### config.mk
export PLATFORM = sky130hd
export DESIGN_NAME = lc3_mem_if_flat
export DESIGN_NICKNAME = d
export VERILOG_FILES = /design/src/rtl/lc3_mem_if_if.sv /design/src/rtl/lc3_mem_if.sv /design/src/flat_wrapper.sv
export SDC_FILE = /design/constraint.sdc
export NUM_CORES = 1
export LEC_CHECK = 0
export CORE_ASPECT_RATIO = 1.1
export CORE_MARGIN = 4
export CORE_UTILIZATION = 42
export DETAILED_ROUTE_END_ITERATION = 7
export HOLD_SLACK_MARGIN = 0.05
export PLACE_DENSITY = 0.8
export SKIP_LAST_GASP = 1
export SYNTH_ARGS = -nofsm -noshare
export SYNTH_HDL_FRONTEND = slang
export SYNTH_SLANG_ARGS = --single-unit
### constraint.sdc
create_clock -name clk -period 2.7 [get_ports clk]
set_clock_uncertainty 0.15 [all_clocks]
set_input_delay 0.54 -clock clk [delete_from_list [all_inputs] [get_ports clk]]
set_output_delay 0.54 -clock clk [all_outputs]
set_load 0.03 [all_outputs]
### src/rtl/lc3_mem_if_if.sv
// Datapath-side bus between the LC-3 MAR/MDR/control logic and the memory interface.
interface lc3_mem_if_if #(
   parameter int unsigned ADDR_W = 16,
   parameter int unsigned DATA_W = 16
);
   logic              ldMAR;
   logic [ADDR_W-1:0] MAR;
   logic [DATA_W-1:0] MDR;
   logic              memWE;
   logic              memRDY;
   logic [DATA_W-1:0] mem_rdata;

   // Datapath/control side drives the strobes and MAR/MDR.
   modport master (output ldMAR, MAR, MDR, memWE, input memRDY, mem_rdata);
   // Memory interface side returns completion and read data.
   modport slave  (input ldMAR, MAR, MDR, memWE, output memRDY, mem_rdata);
endinterface

### src/rtl/lc3_mem_if.sv
// LC-3 memory interface: sequences SRAM reads/writes with programmable wait
// states between the MAR/MDR registers and a synchronous SRAM.
// Optional build macro LC3_MMIO_EN adds the keyboard/display device registers
// (KBSR xFE00, KBDR xFE02, DSR xFE04, DDR xFE06) which bypass the SRAM.
module lc3_mem_if #(
   parameter int unsigned WAIT_STATES = 2,
   parameter int unsigned ADDR_W      = 16,
   parameter int unsigned DATA_W      = 16
) (
   input  logic              clk,
   input  logic              rst,
   lc3_mem_if_if.slave       bus,
   output logic [ADDR_W-1:0] sram_addr,
   output logic [DATA_W-1:0] sram_wdata,
   input  logic [DATA_W-1:0] sram_rdata,
   output logic              sram_ce,
   output logic              sram_we,
   input  logic              kb_strobe,
   input  logic [7:0]        kb_data,
   input  logic              disp_ready,
   output logic              disp_strobe,
   output logic [7:0]        disp_data
);

   localparam int unsigned CNT_W = 4;
   localparam logic [CNT_W-1:0] WAIT_INIT = CNT_W'(WAIT_STATES);

   typedef enum logic [2:0] {
      IDLE    = 3'd0,
      START   = 3'd1,
      RD_WAIT = 3'd2,
      READY   = 3'd3,
      WR_WAIT = 3'd4
   } state_t;

   state_t            state;
   logic              pending;
   logic [CNT_W-1:0]  waitCnt;
   logic              isMmio;
   logic              memRdyReg;
   logic [DATA_W-1:0] rdataReg;

   logic              mmioHit;
   logic [DATA_W-1:0] mmioRdata;
   logic              rdDone;
   logic              wrDone;

   assign bus.memRDY    = memRdyReg;
   assign bus.mem_rdata = rdataReg;

   // A new ldMAR always wins over a read that is about to complete.
   assign rdDone = (state == RD_WAIT) && !bus.ldMAR && (waitCnt == '0);
   assign wrDone = (state == WR_WAIT) && (waitCnt == '0);

`ifdef LC3_MMIO_EN
   localparam logic [ADDR_W-1:0] KBSR_ADDR = ADDR_W'(16'hFE00);
   localparam logic [ADDR_W-1:0] KBDR_ADDR = ADDR_W'(16'hFE02);
   localparam logic [ADDR_W-1:0] DSR_ADDR  = ADDR_W'(16'hFE04);
   localparam logic [ADDR_W-1:0] DDR_ADDR  = ADDR_W'(16'hFE06);

   logic       kbReady;
   logic [7:0] kbData;

   // The whole xFExx page is device space; unmapped entries read as zero.
   assign mmioHit = (bus.MAR[ADDR_W-1:8] == (ADDR_W-8)'(8'hFE));

   // Device register read mux, keyed by the latched access address.
   always_comb begin
      mmioRdata = '0;
      case (sram_addr)
         KBSR_ADDR: mmioRdata = DATA_W'({kbReady, 15'b0});
         KBDR_ADDR: mmioRdata = DATA_W'({8'h00, kbData});
         DSR_ADDR:  mmioRdata = DATA_W'({disp_ready, 15'b0});
         default:   mmioRdata = '0;
      endcase
   end

   // Keyboard status/data; a new character beats a concurrent KBDR read clear.
   always_ff @(posedge clk or posedge rst) begin
      if (rst) begin
         kbReady <= 1'b0;
         kbData  <= '0;
      end else if (kb_strobe) begin
         kbReady <= 1'b1;
         kbData  <= kb_data;
      end else if (rdDone && isMmio && (sram_addr == KBDR_ADDR)) begin
         kbReady <= 1'b0;
      end
   end

   // One-cycle display write pulse when a DDR write completes.
   always_ff @(posedge clk or posedge rst) begin
      if (rst) begin
         disp_strobe <= 1'b0;
         disp_data   <= '0;
      end else begin
         disp_strobe <= wrDone && isMmio && (sram_addr == DDR_ADDR);
         if (wrDone && isMmio && (sram_addr == DDR_ADDR)) begin
            disp_data <= sram_wdata[7:0];
         end
      end
   end
`else
   logic unusedMmioInputs;

   assign mmioHit          = 1'b0;
   assign mmioRdata        = '0;
   assign disp_strobe      = 1'b0;
   assign disp_data        = '0;
   assign unusedMmioInputs = ^{kb_strobe, kb_data, disp_ready};
`endif

   // Access sequencer: address launch, wait-state countdown, write phase.
   always_ff @(posedge clk or posedge rst) begin
      if (rst) begin
         state      <= IDLE;
         pending    <= 1'b0;
         waitCnt    <= '0;
         isMmio     <= 1'b0;
         memRdyReg  <= 1'b0;
         rdataReg   <= '0;
         sram_addr  <= '0;
         sram_wdata <= '0;
         sram_ce    <= 1'b0;
         sram_we    <= 1'b0;
      end else begin
         if (bus.ldMAR) begin
            pending <= 1'b1;
         end
         case (state)
            IDLE: begin
               if (bus.ldMAR) begin
                  state <= START;
               end
            end
            START: begin
               // A repeated ldMAR keeps us here until MAR has settled.
               if (!bus.ldMAR) begin
                  pending   <= 1'b0;
                  sram_addr <= bus.MAR;
                  isMmio    <= mmioHit;
                  sram_ce   <= !mmioHit;
                  sram_we   <= 1'b0;
                  waitCnt   <= mmioHit ? '0 : WAIT_INIT;
                  state     <= RD_WAIT;
               end
            end
            RD_WAIT: begin
               if (bus.ldMAR) begin
                  sram_ce <= 1'b0;
                  state   <= START;
               end else if (rdDone) begin
                  sram_ce   <= 1'b0;
                  rdataReg  <= isMmio ? mmioRdata : sram_rdata;
                  memRdyReg <= 1'b1;
                  state     <= READY;
               end else begin
                  waitCnt <= waitCnt - CNT_W'(1);
               end
            end
            READY: begin
               // A write takes priority; a same-cycle ldMAR is left pending.
               if (bus.memWE) begin
                  sram_wdata <= bus.MDR;
                  sram_ce    <= !isMmio;
                  sram_we    <= !isMmio;
                  waitCnt    <= isMmio ? '0 : WAIT_INIT;
                  memRdyReg  <= 1'b0;
                  state      <= WR_WAIT;
               end else if (bus.ldMAR) begin
                  memRdyReg <= 1'b0;
                  state     <= START;
               end
            end
            WR_WAIT: begin
               if (wrDone) begin
                  sram_ce  <= 1'b0;
                  sram_we  <= 1'b0;
                  rdataReg <= sram_wdata;
                  if (pending || bus.ldMAR) begin
                     state <= START;
                  end else begin
                     memRdyReg <= 1'b1;
                     state     <= READY;
                  end
               end else begin
                  waitCnt <= waitCnt - CNT_W'(1);
               end
            end
            default: begin
               state <= IDLE;
            end
         endcase
      end
   end

endmodule

### src/flat_wrapper.sv
// flat-port wrapper written by rule: the top's interface ports become plain ports
module lc3_mem_if_flat 
#(
   parameter int unsigned WAIT_STATES = 2,
   parameter int unsigned ADDR_W      = 16,
   parameter int unsigned DATA_W      = 16
)
  (clk, rst, sram_addr, sram_wdata, sram_rdata, sram_ce, sram_we, kb_strobe, kb_data, disp_ready, disp_strobe, disp_data, bus_ldMAR, bus_MAR, bus_MDR, bus_memWE, bus_memRDY, bus_mem_rdata);
  lc3_mem_if_if #(.ADDR_W(ADDR_W), .DATA_W(DATA_W)) bus_i ();
  input  logic clk;
  input  logic rst;
  output logic [ADDR_W-1:0] sram_addr;
  output logic [DATA_W-1:0] sram_wdata;
  input  logic [DATA_W-1:0] sram_rdata;
  output logic sram_ce;
  output logic sram_we;
  input  logic kb_strobe;
  input  logic [7:0] kb_data;
  input  logic disp_ready;
  output logic disp_strobe;
  output logic [7:0] disp_data;
  input wire logic [$bits(bus_i.ldMAR)-1:0] bus_ldMAR;
  input wire logic [$bits(bus_i.MAR)-1:0] bus_MAR;
  input wire logic [$bits(bus_i.MDR)-1:0] bus_MDR;
  input wire logic [$bits(bus_i.memWE)-1:0] bus_memWE;
  output wire logic [$bits(bus_i.memRDY)-1:0] bus_memRDY;
  output wire logic [$bits(bus_i.mem_rdata)-1:0] bus_mem_rdata;
  assign bus_i.ldMAR = bus_ldMAR;
  assign bus_i.MAR = bus_MAR;
  assign bus_i.MDR = bus_MDR;
  assign bus_i.memWE = bus_memWE;
  assign bus_memRDY = bus_i.memRDY;
  assign bus_mem_rdata = bus_i.mem_rdata;
  lc3_mem_if #(.WAIT_STATES(WAIT_STATES), .ADDR_W(ADDR_W), .DATA_W(DATA_W)) u_core (.clk(clk), .rst(rst), .bus(bus_i), .sram_addr(sram_addr), .sram_wdata(sram_wdata), .sram_rdata(sram_rdata), .sram_ce(sram_ce), .sram_we(sram_we), .kb_strobe(kb_strobe), .kb_data(kb_data), .disp_ready(disp_ready), .disp_strobe(disp_strobe), .disp_data(disp_data));
endmodule
==> results.toml, run 1 <==
[detailed_routing]
drtAntennaViolNets = 0
wirelength_mm = 6.450
drt_iter0_drc = 59
vias = 2083
vias_per_cell = 4.901
drc_errors = 0
drtPass1Iterations = 4
wl_per_cell_um = 15.18

[logic_synthesis]
ys_types = 40
ys_warn_count = 0
synth_xor_area_share_pct = 0
synth_area_um2 = 2800
synthSimpleGateAreaFrac_pct = 8.266
ys_ff_latch = 59
synth_compound_area_share_pct = 13.05
synthFlopType = "dfrtp_1"
synth_fa_ha_area_share_pct = 0.4468
synth_edf_count = 0
async_reset_ff_share_pct = 100.0
synth_top_family_by_area = "multiplexers"
ys_seq_area_share_pct = 52.73
syn-instance-count = 232
avgSynthCellArea_um2 = 12.07
muxShareOfSynthArea_pct = 19.35

[worst_setup_path]
crit_type = "reg -> reg"
endpoint_kind = "flip-flop"
startpoint = "u_core.state[2]"
reg2reg_from = "u_core.state[2]"
cp_max_fo = 20
worstPathArrival_ps = 2280
crit_required_ps = 2820
cp-start-kind = "flip-flop"

[cells_and_area]
antennaDiodeCount = 0
fin_nets = 403
final_common_cell = "clkdlybuf4s50_1"
drive_gt1_share_pct = 22.61
postLayoutCellArea_um2 = 4073
area_delta_synth_final_pct = 45.44
final_cell_mix = "clkdlybuf4s50_1, dfrtp_1, mux2_2"
finalNonFillerCells = 425
post-route-util_pct = 64.58

[global_routing]
track_usage_pct = 16.66
grt_first_pass_wirelength_mm = 10.34
antenna_found_initial = 0
grt_pass1_vias = 2146
overflow = 0
grt_max_degree = 36

[clock_network]
cts_buffers = 9
clock_sinks = 59
cts_hold_buf = 0
cts.repair.resized = 0
htreeDepth = 3
root_buffer = "clkbuf_8"
post_cts_buffers = 0
max-clock-path-buffers = 2
worstSkewPairLatency_ps = 330
clk_pin_slew_ps = 70
cts_tree = "yes"

[timing]
worstMarginPinSlew_ps = 711.3
period_share_pct = 80.23
hold_violations = 0
min_period_ps = 2166
slew_violations = 0
whs_ps = 259.2
rsz0062_at_grt = "false"
fin_tns_setup_ps = 0
setup_viol_count_final = 0
fmax_ghz = 0.4617
maxSlewHeadroom_pct = 52.58

[run_status]
status = "complete, no violations"

[die]
die-area_um2 = 8039
ios = 122
num_rows = 30
die_y_um = 93.64
core_area_um2 = 6306
die_w_um = 85.85
initial_core_util_pct = 44.40

[run]
maxCapViolCount = 0

[power_and_ir_drop]
irDropWorstVdd_uv = 682.8
leakagePower_nw = 1.790
power_density_nw_per_um2 = 1121

[placed_design]
placed_area_um2 = 3894
port_buffers = 102
gp_congestion = 0.8185
post-place-cells = 409
dp_hpwl_mm = 4.770

[min_path]
holdCritPathClass = "in -> async"
-- worst max-delay path: stages, from the launching register on --
cell,delay [ps]
dfrtp_1,610
or3b_2,800
a2bb2oi_1,230
o32ai_1,130
and3_1,190
-- power by group --
part / switching, mW / internal (mW)
clock network: 0.356 / 0.355
logic: 1.24 / 1.08
registers: 0.275 / 1.26
total: 1.87 / 2.69
-- cells in the mapped netlist (all sizes together), types with 2 or more instances --
library cell / number / share of area, %
o22ai: 2 / 0.45
or3b: 3 / 1.0
inv: 7 / 0.94
dfrtp: 59 / 53
clkbuf: 4 / 0.54
nand3: 2 / 0.36
a2bb2oi: 2 / 0.63
o31ai: 2 / 0.54
buf: 17 / 4.6
a31oi: 2 / 0.45
nand2: 2 / 0.27
o21ai: 9 / 1.7
nor2b: 2 / 0.45
a21oi: 23 / 6.0
mux2i: 17 / 6.1
mux2: 33 / 13
nor2: 25 / 3.4
nand2b: 5 / 1.1
nor4: 2 / 0.98
-- metrics by stage --
step	setup slack (ps)	power, mW
after floorplan	553.7	2.945
after global placement	278.4	3.830
after detailed placement	266.8	3.888
after CTS	521.6	4.616
after global routing	446.1	4.835
final	533.9	4.565
-- sequential cells by signal (all words and copies together) (netlist names) --
signal,cells
u_core.pending,1
u_core.sram_we,1
u_core.bus.mem_rdata,16
u_core.state,3
u_core.bus.memRDY,1
u_core.sram_ce,1
u_core.waitCnt,4
u_core.sram_addr,16
u_core.sram_wdata,16
-- kinds of logic after synthesis --
family,count (synthesis)
AO/OA/AOI/OAI,49
adder cells (fa/ha/maj),1
buffers and inverters,28
flip-flops,59
multiplexers,50
other,1
AND/OR/NAND/NOR,44
-- worst paths after layout --
check,end,slack (ps),depth (start not counted)
max,u_core.state[1],530,4
min,u_core.sram_addr[10],260,2
max reg2reg,u_core.state[1],530,4
min reg2reg,u_core.sram_addr[1],360,1
max in group asynchronous,u_core.waitCnt[0],1670,3
min in group clk,u_core.sram_addr[1],360,1
-- per-layer routing --
layer | vias to the layer above | wire (um) | track usage [%]
met2 | 76 | 3257 | 27.85
met1 | 978 | 2641 | 19.74
met3 | 8 | 448 | 4.493
li1 | 1021 | - | -
met4 | 0 | 103 | 8.047
met5 | - | 0 | 0
-- area by class of cell --
cell class                      count  area, um2
Sequential cell                    59       1476
Inverter                            7      26.28
Fill cell                         500       2233
Clock buffer                       10      137.6
Clock inverter                      6      41.29
Tap cell                           80      100.1
Multi-Input combinational cell    153       1185
Timing Repair Buffer              110       1106
Note: power is estimated with default switching activity, not from simulation.
==> inputs of run 2 (changes only) <==
- CORE_UTILIZATION: 42 -> 38
- PLACE_DENSITY: 0.8 -> 0.76
- clock period: 2.7 -> 1.9 ns (I/O delays scaled with it)
==> run 2 against run 1 <==
Against the previous run: combinational power rose by 40%; clock power rose by 67%; die area increased by 9.6%; critical endpoint is now u_core.bus.mem_rdata[14]; fmax up 15%; clock-buffer cell count rose by 3; total power is 43% higher; largest power group unchanged; final cell count increased by 5.4%; critical path type unchanged; wire length grew 11%; setup slack got worse by 510 ps.
==> results.toml, run 2 (synthesized netlist as in run 1, its figures left out) <==
[cells_and_area]
post-route-util_pct = 60.88
final_cell_mix = "dfrtp_1, clkdlybuf4s50_1, dlygate4sd2_1"
finalNonFillerCells = 448
area_delta_synth_final_pct = 54.07
fin_nets = 421
drive_gt1_share_pct = 26.45
antennaDiodeCount = 0
fill_cells = 609
final_common_cell = "dfrtp_1"

[worst_setup_path]
endpoint_kind = "flip-flop"
path_cells = "inv_1 -> ha_2 -> or3b_4 -> a211oi_4 -> buf_4 -> buf_16 -> a21oi_1"
crit_required_ps = 1970
cp-start-kind = "flip-flop"
cpPeakStageDelay_ps = 400
crit_type = "reg -> reg"
worstSetupEndpoint = "u_core.bus.mem_rdata[14]"
reg2reg_depth = 7
crit_slowest_cell = "or3b_4"
timing.reg2reg.setup_slack_ps = 20
r2r_end = "u_core.bus.mem_rdata[14]"
cp_max_fo = 16
startpoint = "u_core.waitCnt[1]"
reg2reg_from = "u_core.waitCnt[1]"
worstPathArrival_ps = 1950

[placed_design]
port_buffers = 102
place_ws_ps = -350.9
gp_congestion = 0.8679
dp_hpwl_mm = 5.082
post-place-cells = 428

[run]
maxCapViolCount = 0

[die]
num_rows = 32
die_y_um = 98.03
die_w_um = 89.85
core_area_um2 = 7087
ios = 122
die-area_um2 = 8808
initial_core_util_pct = 39.51

[power_and_ir_drop]
internal_power_mw = 3.849
power_density_nw_per_um2 = 1514
seq_power_share_pct = 32.0
irDropWorstVdd_uv = 1106
comb_power_share_pct = 49.8
swShare_pct = 41.07
p_switching_mw = 2.682
clock_power_share_pct = 18.2
leakagePower_nw = 2.141

[clock_network]
cts_hold_buf = 0
htreeDepth = 3
cts_tree = "yes"
worstSkewPairLatency_ps = 330
max-clock-path-buffers = 2
cts_buffers = 9
clock_sinks = 59
root_buffer = "clkbuf_8"
clk_pin_slew_ps = 70

[timing]
period_share_pct = 98.97
min_period_ps = 1880
hold_violations = 0
rsz0062_at_grt = "true"
setup_viol_count_final = 0
whs_ps = 240.5
slew_violations = 0
fmax_ghz = 0.5318
fin_tns_setup_ps = 0
worst_slack_ps = 19.64

[run_status]
status = "complete, no violations"

[detailed_routing]
wl_per_cell_um = 15.98
vias_per_cell = 4.951
drc_errors = 0
drtAntennaViolNets = 0
drtPass1Iterations = 4
vias = 2218
wirelength_mm = 7.158
drt_iter0_drc = 70

[global_routing]
grt_pass1_vias = 2361
antenna_found_initial = 0
overflow = 0
grt_max_degree = 26
track_usage_pct = 16.67
grt_first_pass_wirelength_mm = 11.62

[min_path]
holdCritPathClass = "in -> async"
==> run 2: cell types whose count changed in the layout (fill, tap and decap cells not counted), moves of 2 or more <==
cell / previous run / this run
clkdlybuf4s50_1: 102 / 51
dlygate4sd2_1: 0 / 42
buf_4: 6 / 17
dlymetal6s2s_1: 0 / 9
buf_12: 2 / 6
clkbuf_1: 0 / 2
clkinv_2: 2 / 0
==> run 2: worst min path at each step <==
| stage | cells past startpoint | slack [ps] | endpoint |
|---|---|---|---|
| 3_5_place_dp | 1 | 350 | u_core.sram_addr[13] |
| 5_1_grt | 2 | 250 | u_core.sram_wdata[6] |
| 3_3_place_gp | 1 | 340 | u_core.sram_addr[12] |
| 2_1_floorplan | 1 | 330 | u_core.bus.memRDY |
| 6_report | 2 | 240 | u_core.sram_wdata[6] |
| 4_1_cts | 2 | 240 | u_core.sram_wdata[6] |
==> run 2: critical path: cells and delay by family (launching register included) <==
kind,cells,cell delay [ps]
adder cells (fa/ha/maj),1,170
buffers and inverters,3,400
AND/OR/NAND/NOR,1,400
flip-flops,1,370
AO/OA/AOI/OAI,2,280
==> run 2: layout make-up <==
class	count	area (um2)	share of cell area (%)
Sequential cell	59	1476	34.22
Timing Repair Buffer	128	1303	30.19
Multi-Input combinational cell	153	1194	27.67
Clock buffer	13	158.9	3.683
Tap cell	85	106.4	2.465
Clock inverter	3	46.29	1.073
Inverter	7	30.03	0.6961
==> run 2: layer usage <==
metal,GRT usage [%],share of wire [%],up-vias
met5,0,0,-
met2,30.50,53,73
met1,18.08,40,1076
li1,-,-,1062
met3,4.391,5.8,7
met4,7.429,1.5,0
==> run 2: what timing repair did <==
action,CTS,global route
pin swaps,2,2
cloned,1,1
gates resized for setup,43,12
buffers inserted,2,0
setup endpoints to repair,44,25
==> run 2: power groups by stage <==
stage	sequential [mW]	clock [mW]	combinational (mW)
detailed placement	2.14	0	3.53
global route	2.18	1.28	3.47
CTS	2.10	1.22	3.28
floorplan	3.06	0	1.13
global placement	2.11	0	3.49
finish	2.09	1.19	3.25
==> run 2: stage by stage <==
stage                     power, mW  area (um2)
after global placement        5.600        4061
final                         6.531        4314
after detailed placement      5.669        4061
after floorplan               4.193        2840
after global routing          6.923        4314
after CTS                     6.600        4257
